### src/rtl/rcg_pkg.sv
// Shared types and defaults for the RCG controller: sequencer state encoding,
// PLL pin bundle and default cycle counts.
package rcg_pkg;

  typedef enum logic [2:0] {
    ST_IDLE      = 3'd0,
    ST_PWRUP     = 3'd1,
    ST_RESET     = 3'd2,
    ST_LOCK_WAIT = 3'd3,
    ST_SWITCH    = 3'd4,
    ST_RUN       = 3'd5,
    ST_RELOCK    = 3'd6,
    ST_FAIL      = 3'd7
  } seq_state_e;

  typedef struct packed {
    logic pd;
    logic rst_n;
    logic bypass;
  } pll_pins_t;

  localparam int unsigned DEF_PWRUP_CYC       = 64;
  localparam int unsigned DEF_RST_CYC         = 16;
  localparam int unsigned DEF_LOCK_STABLE_CYC = 256;
  localparam int unsigned DEF_LOCK_TO_CYC     = 65535;
  localparam int unsigned DEF_SWITCH_CYC      = 8;
  localparam int unsigned DEF_CNT_W           = 16;

  localparam pll_pins_t PINS_RESET = '{pd: 1'b1, rst_n: 1'b0, bypass: 1'b1};
  localparam pll_pins_t PINS_SCAN  = '{pd: 1'b0, rst_n: 1'b1, bypass: 1'b1};

  function automatic pll_pins_t state_pins(input seq_state_e st);
    pll_pins_t p;
    case (st)
      ST_PWRUP, ST_RESET:     p = '{pd: 1'b0, rst_n: 1'b0, bypass: 1'b1};
      ST_LOCK_WAIT, ST_RELOCK: p = '{pd: 1'b0, rst_n: 1'b1, bypass: 1'b1};
      ST_SWITCH, ST_RUN:      p = '{pd: 1'b0, rst_n: 1'b1, bypass: 1'b0};
      default:                p = PINS_RESET;
    endcase
    return p;
  endfunction

endpackage

### src/rtl/rcg_sync2.sv
// Two-flop synchronizer for a single asynchronous level; resets to 0.
module rcg_sync2 (
  input  logic clk,
  input  logic rst_n,
  input  logic d,
  output logic q
);

  logic meta_q;

  // NOTE: flops are written with <= so every stage samples the pre-edge value.
  always_ff @(posedge clk or negedge rst_n) begin
    if (!rst_n) begin
      meta_q <= 1'b0;
      q      <= 1'b0;
    end else begin
      meta_q <= d;
      q      <= meta_q;
    end
  end

endmodule

### src/rtl/rcg_ctrl_pll_seq.sv
// PLL power-up / lock / bypass-release sequencer running on the reference clock.
// Outputs are registered from the state register; scan forces safe pin values.
module rcg_ctrl_pll_seq
  import rcg_pkg::*;
#(
  parameter int unsigned PWRUP_CYC       = DEF_PWRUP_CYC,
  parameter int unsigned RST_CYC         = DEF_RST_CYC,
  parameter int unsigned LOCK_STABLE_CYC = DEF_LOCK_STABLE_CYC,
  parameter int unsigned LOCK_TO_CYC     = DEF_LOCK_TO_CYC,
  parameter int unsigned SWITCH_CYC      = DEF_SWITCH_CYC,
  parameter int unsigned CNT_W           = DEF_CNT_W
) (
  input  logic       ref_clk,
  input  logic       hgrst_n,
  input  logic       scan_mode,
  input  logic       pll_en_r,
  input  logic       pll_relock_en_r,
  input  logic       lock_lost_clr,
  input  logic       pll_lock,
  output logic       pll_pd,
  output logic       pll_rst_n,
  output logic       pll_bypass_r,
  output logic [2:0] seq_state,
  output logic       pll_lock_lost,
  output logic       pll_fail
);

  localparam logic [CNT_W-1:0] PWRUP_LD  = CNT_W'(PWRUP_CYC - 1);
  localparam logic [CNT_W-1:0] RST_LD    = CNT_W'(RST_CYC - 1);
  localparam logic [CNT_W-1:0] STABLE_LD = CNT_W'(LOCK_STABLE_CYC - 1);
  localparam logic [CNT_W-1:0] TO_LD     = CNT_W'(LOCK_TO_CYC - 1);
  localparam logic [CNT_W-1:0] SWITCH_LD = CNT_W'(SWITCH_CYC - 1);

  logic             lock_s;
  seq_state_e       state_q, state_d, seq_q;
  logic [CNT_W-1:0] cnt_q, cnt_d, cnt_dec;
  logic [CNT_W-1:0] tmo_q, tmo_d, tmo_dec;
  pll_pins_t        pins_q;
  logic             lost_q, lost_d, lost_set;
  logic             fail_q, fail_d, fail_set;
  logic             clr_ok;

  rcg_sync2 u_lock_sync (
    .clk   (ref_clk),
    .rst_n (hgrst_n),
    .d     (pll_lock),
    .q     (lock_s)
  );

  assign cnt_dec = (cnt_q == '0) ? '0 : cnt_q - CNT_W'(1);
  assign tmo_dec = (tmo_q == '0) ? '0 : tmo_q - CNT_W'(1);
  assign clr_ok  = lock_lost_clr & ~scan_mode;

  // NOTE: every signal gets its default before the case so no path infers a latch.
  always_comb begin
    state_d  = state_q;
    cnt_d    = cnt_q;
    tmo_d    = tmo_q;
    lost_set = 1'b0;
    fail_set = 1'b0;
    if (scan_mode) begin
      // FSM and counters frozen while scan shifts
    end else if (state_q != ST_IDLE && !pll_en_r) begin
      state_d = ST_IDLE;
      cnt_d   = '0;
    end else begin
      case (state_q)
        ST_IDLE: if (pll_en_r) begin
          state_d = ST_PWRUP;
          cnt_d   = PWRUP_LD;
        end
        ST_PWRUP: if (cnt_q == '0) begin
          state_d = ST_RESET;
          cnt_d   = RST_LD;
        end else cnt_d = cnt_dec;
        ST_RESET: if (cnt_q == '0) begin
          state_d = ST_LOCK_WAIT;
          cnt_d   = STABLE_LD;
          tmo_d   = TO_LD;
        end else cnt_d = cnt_dec;
        ST_LOCK_WAIT: begin
          // cnt tracks the stable-lock window, tmo the overall lock timeout
          if (lock_s && cnt_q == '0) begin
            state_d = ST_SWITCH;
            cnt_d   = SWITCH_LD;
          end else if (tmo_q == '0) begin
            state_d  = ST_FAIL;
            fail_set = 1'b1;
          end else begin
            tmo_d = tmo_dec;
            cnt_d = lock_s ? cnt_dec : STABLE_LD;
          end
        end
        ST_SWITCH: if (cnt_q == '0) state_d = ST_RUN;
                   else cnt_d = cnt_dec;
        ST_RUN: if (!lock_s) begin
          state_d  = ST_RELOCK;
          lost_set = 1'b1;
        end
        ST_RELOCK: if (pll_relock_en_r) begin
          state_d = ST_RESET;
          cnt_d   = RST_LD;
        end else state_d = ST_FAIL;
        ST_FAIL: state_d = ST_FAIL;
      endcase
    end
    lost_d = lost_set | (lost_q & ~clr_ok);
    fail_d = fail_set | (fail_q & ~clr_ok);
  end

  always_ff @(posedge ref_clk or negedge hgrst_n) begin
    if (!hgrst_n) begin
      state_q <= ST_IDLE;
      cnt_q   <= '0;
      tmo_q   <= '0;
      pins_q  <= PINS_RESET;
      seq_q   <= ST_IDLE;
      lost_q  <= 1'b0;
      fail_q  <= 1'b0;
    end else begin
      state_q <= state_d;
      cnt_q   <= cnt_d;
      tmo_q   <= tmo_d;
      pins_q  <= state_pins(state_q);
      seq_q   <= state_q;
      lost_q  <= lost_d;
      fail_q  <= fail_d;
    end
  end

  assign {pll_pd, pll_rst_n, pll_bypass_r} = scan_mode ? PINS_SCAN : pins_q;
  assign seq_state     = seq_q;
  assign pll_lock_lost = lost_q;
  assign pll_fail      = fail_q;

endmodule

### config.mk
export PLATFORM = sky130hd
export DESIGN_NAME = rcg_ctrl_pll_seq
export DESIGN_NICKNAME = d
export VERILOG_FILES = /design/src/rtl/rcg_pkg.sv /design/src/rtl/rcg_sync2.sv /design/src/rtl/rcg_ctrl_pll_seq.sv
export SDC_FILE = /design/constraint.sdc
export NUM_CORES = 1
export LEC_CHECK = 0
export ABC_AREA = 1
export ABC_CLOCK_PERIOD_IN_PS = 3000
export CAP_MARGIN = 20
export CORE_ASPECT_RATIO = 1.25
export CORE_UTILIZATION = 65
export DETAILED_ROUTE_END_ITERATION = 12
export HOLD_SLACK_MARGIN = 0.06
export PLACE_DENSITY = 0.87
export SYNTH_ARGS = -nofsm -noshare
export SYNTH_HDL_FRONTEND = slang
export SYNTH_SLANG_ARGS = --single-unit
### constraint.sdc
create_clock -name ref_clk -period 3 [get_ports ref_clk]
set_input_delay 0.6 -clock ref_clk [delete_from_list [all_inputs] [get_ports ref_clk]]
set_output_delay 0.6 -clock ref_clk [all_outputs]
set_load 0.02 [all_outputs]
==> metrics, run 1 <==
H-tree level count=2; ranking of synthesized cells by area=dfrtp_1, nand2_1, nor2_1, o21ai_0, inv_1; Post-DP Area=3120 µm²; DR pass1 iterations=4; Reg2Reg Setup Slack=870 ps; drt wl/cell=13.1 µm; area share of the largest cell type after synthesis=0.363; antenna fix cells=0; Cell Pwr Density=965 nW/µm²; drt initial violations=198; Setup Buffers After CTS=0; Hold Crit Class=in2async; antenna violations before repair=0; pin count of the biggest net entering global routing=46; CP arrival=1960 ps; sequential cell area fraction in the yosys report=0.380; Req. time, crit path=2400 ps; ratio of final minimum period to clock period=0.852; Layout fillers=336; CP max FO=7; Int Pwr=0.00162 W; Die X=62.4 µm; met2 Resource Use GR=0.545; core area=4390 µm²; Placer Congestion=0.921; maximum VDD drop=0.000482 V; Leak=1.59 nW; crit path cell chain=clkdlybuf4s50_1 > or2_2 > clkdlybuf4s50_1; Yosys Warn Count=0; Routed Antenna Nets=0; WS Path Type=in2out; Switch Pwr=0.00151 W; grt met1 use=0.316; CTS Buf Count=5; Final Non-Filler Cells=480; nets=431; die span in y=77.5 µm; Slew Limit Fails=0; die area=4840 µm²; Layout Utilization=0.739; CTS resizes=0; Post-synth EDFFs=0; Main synth FF type=dfrtp_1; Initial Utilization=0.675; clock root cell=clkbuf_8; Crit. End Element=output pin; Slew @ Worst Pin=553 ps; Startpoint Class=input port; Gate power share=0.513; Max-Cap Viols=0; post-DP HPWL=4580 µm; Synth area leader=dfrtp_1; overall power=0.00313 W; global route total overflow=0; final setup TNS=0 ps; clock-pin transition on the worst setup and hold timing paths=90 ps; syn_area_per_cell=7.32 µm²; Crit path largest cell delay=550 ps; Max Root-Sink Buffers=2; mapped cell area=2970 µm²; I/O Pins=15; met3 GRT Util=0.0426; fin crit period=2560 ps; synth cell count leaders=nand2_1, nor2_1, dfrtp_1, inv_1, o21ai_0; status=finished, final reports clean; sequential share of power=0.359; site row count=27; Synth Register Bits=45; CTS sink cnt=45; CTS tree=yes; switch share=0.481; Worst Skew=12.1 ps; drt drc=0; clock insertion delay at the later pin of the skew report=310 ps; Post-Syn Nets=415; design area=3240 µm²; RSZ-0062 raised after global routing=false; # hold bufs at CTS=0; Post-Synthesis Cells=405; clock share of power=0.128; vias in the first global route=2631; Placed Cells=471; Worst path most repeated cell=clkdlybuf4s50_1; Final Hold Viols=0; area grow syn2layout=9.36%; GRT Total Usage=0.297; DR vias/cell=5.48; Achievable Freq=391 MHz; Top Family by Delay on Critical Path=buffers and inverters; first-pass GRT wire length=11200 µm; Slew HR=0.631; DR vias=2631; Buf+Inv Stages, Crit Path=2; share of layout cells above drive strength 1=0.149; most common cell in the netlist=nand2_1; library cells used by synthesis=39; global routing's busiest layer=met2; asr flop ratio synth=1.00; CP max stage cell=clkdlybuf4s50_1; drt total wl=6290 µm; Port Buffer Count=14; setup violators final=0
[power groups by stage]
stage | Sequential, W | Combinational, W | Clock (W)
global placement | 0.00112 | 0.00153 | 0
detailed placement | 0.00113 | 0.00158 | 0
CTS | 0.00112 | 0.00160 | 0.000403
floorplan | 0.00108 | 0.00129 | 0
global route | 0.00116 | 0.00183 | 0.000427
finish | 0.00113 | 0.00160 | 0.000401
[worst paths after layout]
path,from,to,cells after the start
max in group asynchronous,hgrst_n,pins_q[2]$_DFF_PN1_,2
worst min register to register,u_lock_sync.meta_q$_DFF_PN0_,u_lock_sync.q$_DFF_PN0_,0
min in group ref_clk,u_lock_sync.meta_q$_DFF_PN0_,u_lock_sync.q$_DFF_PN0_,0
worst max register to register,tmo_q[0]$_DFFE_PN0P_,cnt_q[12]$_DFFE_PN0P_,12
worst max-delay path,scan_mode,pll_bypass_r,3
worst min-delay path,hgrst_n,tmo_q[9]$_DFFE_PN0P_,1
[metal layers]
| layer | vias to the layer above | wire length (µm) |
|---|---|---|
| met5 | - | 0 |
| met4 | 0 | 276 |
| met3 | 28 | 180 |
| met2 | 65 | 3380 |
| met1 | 1225 | 2450 |
| li1 | 1313 | - |
[kinds of logic after synthesis]
family / share of synthesized area
DFF: 0.380
AOI/OAI and AO/OA: 0.0831
xor gates and xnor gates: 0.0531
buffers and inverters: 0.0835
adders and majority gates: 0.0127
and+or+nand+nor: 0.387
[worst reg2reg max path, stage by stage (launching register included)]
cell and delay, ps:
dfrtp_1 400, inv_1 120, ha_1 230, nand2_1 170, nor2_1 140, nand2_1 100, nor2_2 140, nand3_4 160
nand3_4 200, inv_2 110, nand2_2 140, nand2_1 70, nor2_1 90
[layout make-up]
class / count / area [µm²] / area share
Timing Repair Buffer: 16 / 170 / 0.0524
Clock buffer: 6 / 82.6 / 0.0255
Inverter: 47 / 186 / 0.0575
Multi-Input combinational cell: 306 / 1590 / 0.490
Tap cell: 58 / 72.6 / 0.0224
Clock inverter: 2 / 13.8 / 0.00424
Sequential cell: 45 / 1130 / 0.348
[through the flow]
step                hold slack (ps)  worst slack [ps]
floorplan                       304              1280
finish                          261               443
CTS                             363               438
global route                    314               405
detailed placement              344               442
global placement                337               478
[placed cells by master (no fill, tap or decap), types with 2 or more instances in the layout]
cell type / count
inv_2: 3
dfstp_2: 2
dfrtp_1: 43
nand2_1: 102
xnor2_1: 5
a31oi_1: 2
nand3_2: 2
nor2_1: 62
a21oi_1: 5
nor2_2: 12
nand4_1: 11
o21ai_0: 31
nand2_4: 3
nand3_4: 2
o211ai_1: 3
clkinv_2: 3
o22ai_1: 2
o21ai_1: 2
nor2_4: 5
nand3_1: 16
xor2_1: 13
inv_1: 39
nand2_2: 14
or2_2: 2
ha_1: 3
clkdlybuf4s50_1: 13
nor3_1: 4
clkbuf_8: 6
[state kept, by name, summed over array words and instances (netlist names)]
register            count
cnt_q                  16
tmo_q                  16
pins_q                  3
seq_state               3
state_q                 3
pll_fail                1
pll_lock_lost           1
u_lock_sync.meta_q      1
u_lock_sync.q           1
Note: power is estimated with default switching activity, not from simulation.
==> run 2, diff against run 1 <==
--- a/config.mk
+++ b/config.mk
@@ -8,7 +8,7 @@
 export ABC_AREA = 1
 export ABC_CLOCK_PERIOD_IN_PS = 3000
 export CAP_MARGIN = 20
-export CORE_ASPECT_RATIO = 1.25
+export CORE_ASPECT_RATIO = 0.5
 export CORE_UTILIZATION = 65
 export DETAILED_ROUTE_END_ITERATION = 12
 export HOLD_SLACK_MARGIN = 0.06
==> run 2 against run 1 <==
Against the previous run:
- global-route usage down 0.95 points
- fmax shrank 0.36%
- via count up 0.15%
- final cell count shrank 0.83%
- critical path depth unchanged
- sequential share of layout area shrank 0.15 points
==> metrics, run 2 (synthesis results as in run 1) <==
status=finished, final reports clean; multi-input logic area=1590 µm² (unchanged); antenna fix cells=0 (unchanged); Cell Pwr Density=983 nW/µm² (+1.8%); Req. time, crit path=2400 ps (about the same); Slew HR=0.635 (+0.00405); share of layout cells above drive strength 1=0.149 (unchanged); pre-CTS worst setup slack=434 ps (-8.21 ps); clock insertion delay at the later pin of the skew report=300 ps (about the same); CP arrival=1970 ps (about the same); Largest regs=cnt_q: 16 flops, tmo_q: 16 flops; Seq. cell area=1130 µm² (unchanged); Crit. End Element=output pin; antenna violations before repair=0 (unchanged); Placer Congestion=0.905 (-1.7%); Initial Utilization=0.719 (+0.0439); Layout fillers=298 (-11%); maximum VDD drop=0.000479 V (-0.49%); CTS sink cnt=45 (unchanged); first-pass GRT wire length=11200 µm (-0.31%); CTS tree=yes; DR pass1 iterations=5 (+1); final setup margin=433 ps (-9.25 ps); clock-pin transition on the worst setup and hold timing paths=90 ps (about the same); die span in y=49.8 µm (-36%); Port Buffer Count=14 (unchanged); Worst Skew=7.93 ps (-4.14 ps); drt initial violations=182 (-8.1%); nets=431 (unchanged); Achievable Freq=390 MHz (-0.36%); Max-Cap Viols=0 (unchanged); GRT Total Usage=0.287 (-0.00953); drt wl/cell=13.2 µm (+0.95%); Max Root-Sink Buffers=2 (unchanged); commonest cells after routing, fill and taps aside=nand2_1, nor2_1, dfrtp_1; CP max FO=7 (unchanged); drt drc=0 (unchanged); ratio of final minimum period to clock period=0.856 (+0.00308); Routed Antenna Nets=0 (unchanged); drt total wl=6290 µm (+0.11%); CTS resizes=0 (unchanged); site row count=16 (-41%); vias in the first global route=2522 (-4.1%); I/O Pins=15 (unchanged); Hold Crit Class=in2async; most common cell after layout, fill and taps aside=nand2_1; Slew @ Worst Pin=547 ps (-6.07 ps); CTS Buf Count=5 (unchanged); DR vias=2635 (+0.15%); clock root cell=clkbuf_8; Final Hold Viols=0 (unchanged); RSZ-0062 raised after global routing=false; post-DP HPWL=4600 µm (+0.41%); Startpoint Class=input port; core area=4120 µm² (-6.1%); Slew Limit Fails=0 (unchanged); final setup TNS=0 ps (unchanged); H-tree level count=2 (unchanged); area grow syn2layout=9.83%; WS Path Type=in2out; Leak=1.59 nW (+0.20%); pin count of the biggest net entering global routing=46 (unchanged); setup violators final=0 (unchanged); Die X=97.5 µm (+56%); fin crit period=2570 ps (+9.25 ps); Setup Buffers After CTS=0 (unchanged); die area=4850 µm² (+0.30%); # hold bufs at CTS=0 (unchanged); hold_ws=272 ps (+11.0 ps); global route total overflow=0 (unchanged); DR vias/cell=5.54 (+0.99%)
run 2: changes by cell type in the layout (fill, tap and decap cells not counted):
| cell | delta |
|---|---|
| clkbuf_8 | -1 |
| bufinv_16 | +1 |
| clkinv_2 | -1 |
| clkinvlp_4 | +1 |
run 2: final timing paths:
check | start | end | slack [ps] | cells past startpoint
hold / removal | hgrst_n | tmo_q[7]$_DFFE_PN0P_ | 270 | 1
min in group ref_clk | u_lock_sync.meta_q$_DFF_PN0_ | u_lock_sync.q$_DFF_PN0_ | 370 | 0
setup reg to reg | tmo_q[0]$_DFFE_PN0P_ | cnt_q[11]$_DFFE_PN0P_ | 890 | 12
setup / recovery | scan_mode | pll_rst_n | 430 | 3
max in group asynchronous | hgrst_n | cnt_q[12]$_DFFE_PN0P_ | 2220 | 2
hold reg to reg | u_lock_sync.meta_q$_DFF_PN0_ | u_lock_sync.q$_DFF_PN0_ | 370 | 0
run 2: cell type report:
type | instances | share of cell area
Inverter | 47 | 0.0572
Clock inverter | 3 | 0.0142
Timing Repair Buffer | 16 | 0.0522
Multi-Input combinational cell | 306 | 0.488
Tap cell | 54 | 0.0207
Clock buffer | 5 | 0.0211
Sequential cell | 45 | 0.346
run 2: report_power, final:
part	internal (W)	switching, W
Sequential	0.000851	0.000275
Clock	0.000249	0.000217
Combinational	0.000586	0.00102
Total	0.00169	0.00151
run 2: critical path: stages:
cell and delay (ps):
clkdlybuf4s50_1 500, or2_2 330, clkdlybuf4s50_1 540
run 2: per-layer routing:
metal	global-route usage	wire length (µm)
met5	0	0
met4	0.0662	95
met3	0.0582	350
met2	0.510	3030
met1	0.365	2820
run 2: per-stage QoR:
step,power [W],std cells,util,instance area (µm²)
floorplan,0.00237,405,-,2970
detailed placement,0.00271,467,0.755,3120
global route,0.00349,476,0.790,3260
global placement,0.00263,467,0.755,3120
finish,0.00320,476,0.790,3260
CTS,0.00319,475,0.783,3230
